**config.mk**
```make
export PLATFORM = sky130hd
export DESIGN_NAME = mvm_8_1_12_1
export DESIGN_NICKNAME = d
export VERILOG_FILES = /design/src/rtl/mvm_8_1_12_1.sv
export SDC_FILE = /design/constraint.sdc
export NUM_CORES = 2
export LEC_CHECK = 0
export CAP_MARGIN = 0
export CORE_ASPECT_RATIO = 0.7
export CORE_MARGIN = 2
export CORE_UTILIZATION = 63
export CTS_CLUSTER_SIZE = 28
export DETAILED_ROUTE_END_ITERATION = 8
export PLACE_DENSITY = 0.8
export SLEW_MARGIN = 25
export SYNTH_ARGS = -nofsm -noshare
export SYNTH_HDL_FRONTEND = slang
export SYNTH_SLANG_ARGS = --single-unit
export TNS_END_PERCENT = 5
```
**constraint.sdc**
```tcl
create_clock -name clk -period 9.6 [get_ports clk]
set_input_delay 1.44 -clock clk [delete_from_list [all_inputs] [get_ports clk]]
set_output_delay 1.44 -clock clk [all_outputs]
set_load 0.01 [all_outputs]
```
**src/rtl/mvm_8_1_12_1.sv**
```systemverilog
// rtl/mvm_8_1_12_1.sv - serial-load signed matrix-vector multiplier, y = A*x, single MAC
module mvm_8_1_12_1 #(
  parameter int K = 8,   // matrix dimension
  parameter int P = 1,   // parallel MAC units (datapath below is the P=1 case)
  parameter int B = 12,  // input element width; results are 2*B wide
  parameter int G = 1    // 1: register the multiplier output before accumulation
) (
  input  logic                  clk,
  input  logic                  reset,
  input  logic                  loadMatrix,
  input  logic                  loadVector,
  input  logic                  start,
  output logic                  done,
  input  logic signed [B-1:0]   data_in,
  output logic signed [2*B-1:0] data_out
);

  localparam int IW = $clog2(K*K);
  localparam int KW = $clog2(K);
  localparam int CW = $clog2(K*K/P + 5);

  // COMPUTE lasts a fixed K*K/P + 4 cycles so done lands at a fixed offset from start
  localparam logic [CW-1:0] M_LAST = CW'(K*K - 1);
  localparam logic [CW-1:0] V_LAST = CW'(K - 1);
  localparam logic [CW-1:0] N_MACS = CW'(K*K/P);
  localparam logic [CW-1:0] C_LAST = CW'(K*K/P + 3);
  localparam logic [CW-1:0] O_LAST = CW'(K - 1);

  typedef enum logic [2:0] {IDLE, LOAD_M, LOAD_V, COMPUTE, DONE, OUT} state_t;

  state_t state, next, cmd_next;
  logic [CW-1:0] cnt;

  // operand storage deliberately survives reset
  logic signed [B-1:0]   a_mem [K*K];
  logic signed [B-1:0]   x_mem [K];
  logic signed [2*B-1:0] outbuf [K];
  logic signed [2*B-1:0] acc;

  logic                  mac_en;
  logic [IW-1:0]         idx;
  logic signed [2*B-1:0] prod_d;
  logic                  acc_v;
  logic [IW-1:0]         acc_idx;
  logic signed [2*B-1:0] acc_p;
  logic signed [2*B-1:0] acc_sum;

  // command decode shared by IDLE and the last output cycle
  always_comb begin
    cmd_next = IDLE;
    if (loadMatrix)      cmd_next = LOAD_M;
    else if (loadVector) cmd_next = LOAD_V;
    else if (start)      cmd_next = COMPUTE;
  end

  // next-state logic
  always_comb begin
    next = state;
    case (state)
      IDLE:    next = cmd_next;
      LOAD_M:  if (cnt == M_LAST) next = IDLE;
      LOAD_V:  if (cnt == V_LAST) next = IDLE;
      COMPUTE: if (cnt == C_LAST) next = DONE;
      DONE:    next = OUT;
      OUT:     if (cnt == O_LAST) next = cmd_next;
      default: next = IDLE;
    endcase
  end

  // state register and the per-state cycle counter (restarts on every state change)
  always_ff @(posedge clk or posedge reset) begin
    if (reset) begin
      state <= IDLE;
      cnt   <= '0;
    end else begin
      state <= next;
      cnt   <= (next == state && state != IDLE) ? cnt + 1'b1 : '0;
    end
  end

  // operand writes, row-major for the matrix
  always_ff @(posedge clk) begin
    if (state == LOAD_M) a_mem[cnt[IW-1:0]] <= data_in;
    if (state == LOAD_V) x_mem[cnt[KW-1:0]] <= data_in;
  end

  assign mac_en = (state == COMPUTE) && (cnt < N_MACS);
  assign idx    = cnt[IW-1:0];
  assign prod_d = (2*B)'(a_mem[idx]) * (2*B)'(x_mem[idx[KW-1:0]]);

  generate
    if (G != 0) begin : g_preg
      // product pipeline register with its element index
      always_ff @(posedge clk or posedge reset) begin
        if (reset) begin
          acc_v   <= 1'b0;
          acc_idx <= '0;
          acc_p   <= '0;
        end else begin
          acc_v   <= mac_en;
          acc_idx <= idx;
          acc_p   <= prod_d;
        end
      end
    end else begin : g_pcomb
      assign acc_v   = mac_en;
      assign acc_idx = idx;
      assign acc_p   = prod_d;
    end
  endgenerate

  assign acc_sum = acc + acc_p;

  // accumulate; at the last column bank the row sum and clear for the next row
  always_ff @(posedge clk or posedge reset) begin
    if (reset) begin
      acc <= '0;
      for (int i = 0; i < K; i++) outbuf[i] <= '0;
    end else if (acc_v) begin
      if (&acc_idx[KW-1:0]) begin
        outbuf[acc_idx[IW-1:KW]] <= acc_sum;
        acc <= '0;
      end else begin
        acc <= acc_sum;
      end
    end
  end

  assign done     = (state == DONE);
  assign data_out = (state == OUT) ? outbuf[cnt[KW-1:0]] : '0;

endmodule

```
==> results.ini <==
[drt]
drc=0
routed_wl_mm=139
vias_per_cell=6.84
vias=32400
drt-initial-drc-count=5732
antenna_left=0
dr.pass1.iters=8
drt-wirelength-per-cell_um=29.3

[clocking]
clock_sinks=1121
ctsResizeCount=0
clk_latency_ns=0.69
cts_tree=yes
cts_buffers=99
hold_buffers=0
htree_levels=3
cts_setup_buffers=0
clockBufferDepth=3
root_buffer=clkbuf_16
cts.reportedPaths.clkPinSlew_ns=0.07

[logic_synthesis]
synthTopCellsByArea=edfxtp_1, dfrtp_1, fa_1
yosys.area_share.simple_pct=6.05
synth_compound_area_share_pct=10.8
synthFlopType=edfxtp_1
synth_most_common_cell=edfxtp_1
synth_common_cells=edfxtp_1, nand2_1, dfrtp_1
synth_area_um2=50400
ys_ff_latch=1121
synth_top_area_share_pct=51.5
synth-edff-count=864
synth_top_family_by_area=compound AO/OA/AOI/OAI gates
synthXorXnorAreaFrac_pct=0.799
synth.avg_cell_area_um2=14.3
synth-async-reset-ratio_pct=22.9
ys_warn_count=0
synthCells=3515
synth_area_leader_cell=edfxtp_1
synth_mux_area_share_pct=7.12
yosysSeqAreaShare_pct=64.2
synth-adder-area-share_pct=7.38
synth_cell_type_count=89
syn-num-nets=3746

[die]
ios=42
die_w_um=342
fp.dieArea_um2=82300
row_count=86
core-area_um2=79000
start_util_pct=63.8
die_height_um=241

[sta]
setup_tns_ns=0
setup_violations=0
period_needed_ns=8.62
whs_ns=0.480
worstMarginPinSlew_ns=1.27
finClkSkew_ns=0.0328
max_slew_margin_pct=14.9
drv_slew=0
hold_viol_final=0
final.period_utilization_pct=89.8
rsz0062_at_grt=no
max_freq_ghz=0.116

[min_path]
hp-class=reg -> reg

[global_route]
grt_pass1_vias=31445
grt_pass1_wl_mm=206
antenna_found_initial=3
grt_max_degree=143
grt_overflow=0
grt_use_total_pct=34.2

[placement]
hpwlAfterDp_mm=85.7
port_buffers=41
gp_congestion=0.978

[critical_path]
endpoint_kind=register
crit_arrival_ns=9.19
start_kind=register
critPathKind=reg -> reg
cp_max_fo=46
required_ns=10.18

[cells_and_area]
final_layout_size_suffix_gt1_share_pct=14.2
syn2layout_area_growth_pct=10.4
final_nets=3831

[status]
outcome=finished clean

[flow_run]
drv_cap=0

## layer usage
layer  share of wire (%)  global-route usage [%]
met1                  38                    50.1
met2                  42                    48.2
met3                  16                    12.5
met4                 3.6                    10.8
met5               0.035                       0
## final cells by class
| type | count | area (um2) |
|---|---|---|
| clock inverters | 63 | 697 |
| multi-input cells | 2005 | 16300 |
| fillers | 4941 | 23400 |
| inverters | 180 | 688 |
| flip-flops and latches | 1121 | 32400 |
| clock buffers | 118 | 2620 |
| well taps | 1056 | 1320 |
| repair buffers | 193 | 1550 |
| diodes | 1 | 2.50 |
## stage by stage
step	instance area (um2)	util (%)	worst slack (ns)	cells
6_report	55600	70.4	0.984	4737
5_1_grt	55600	70.4	0.596	4736
4_1_cts	55600	70.4	1.34	4735
3_5_place_dp	52300	66.2	1.35	4554
3_3_place_gp	52200	66.1	1.44	4554
2_1_floorplan	50400	-	1.09	3515
## flip-flops by register name, summed over array words and instances, names as in the netlist
signal   flops
outbuf     192
cnt          7
x_mem       96
acc         24
acc_v        1
a_mem      768
acc_idx      6
state        3
acc_p       24
## cell families (layout without fill, tap and decap cells)
group	Yosys count	count (layout)
compound gates	786	786
simple gates	693	693
fa+ha+maj	214	214
flops	1121	1121
buf+inv	389	554
xor+xnor	46	46
mux	266	266
other cells	0	1
## path summary, 6_finish.rpt
path	slack (ns)	start	endpoint	cells past startpoint
setup / recovery	0.98	cnt[1]$_DFF_PP0_	acc_p[22]$_DFF_PP0_	22
hold / removal	0.48	outbuf[2]$_DFFE_PP0P_	outbuf[2]$_DFFE_PP0P_	2
setup reg to reg	0.98	cnt[1]$_DFF_PP0_	acc_p[22]$_DFF_PP0_	22
hold reg to reg	0.48	outbuf[2]$_DFFE_PP0P_	outbuf[2]$_DFFE_PP0P_	2
max in group asynchronous	7.21	reset	cnt[1]$_DFF_PP0_	3
min in group asynchronous	1.26	reset	outbuf[162]$_DFFE_PP0P_	2
## critical path, stage by stage (launching register included)
cell and delay (ns):
dfrtp_4 0.91, buf_4 0.46, mux2_2 0.39, a221o_1 0.30
a222oi_1 0.68, o22a_1 0.32, nand4bb_1 0.68, nand2_1 0.34
fa_1 0.49, fa_1 0.52, inv_1 0.06, fa_1 0.50
fa_1 0.50, inv_1 0.05, fa_1 0.47, inv_1 0.04
ha_1 0.36, and3_1 0.22, nand2_1 0.06, o31ai_1 0.46
o2111ai_1 0.18, and2_1 0.20, o311ai_0 0.26
## cell usage in the layout, fill, tap and decap left out, types with 58 or more instances in the layout
cell type,netlist,layout
a21oi_1,76,76
a221oi_1,110,110
a22oi_1,74,74
buf_4,20,146
clkbuf_16,0,101
dfrtp_1,257,254
edfxtp_1,864,864
fa_1,139,139
ha_1,75,75
inv_1,179,176
mux2_2,80,80
mux2i_1,115,115
mux4_2,58,58
nand2_1,338,338
nor2_1,188,172
o21ai_0,232,232
Power is not shown: default switching activity piles up to over one toggle a cycle in this logic, so the estimate is an artifact.
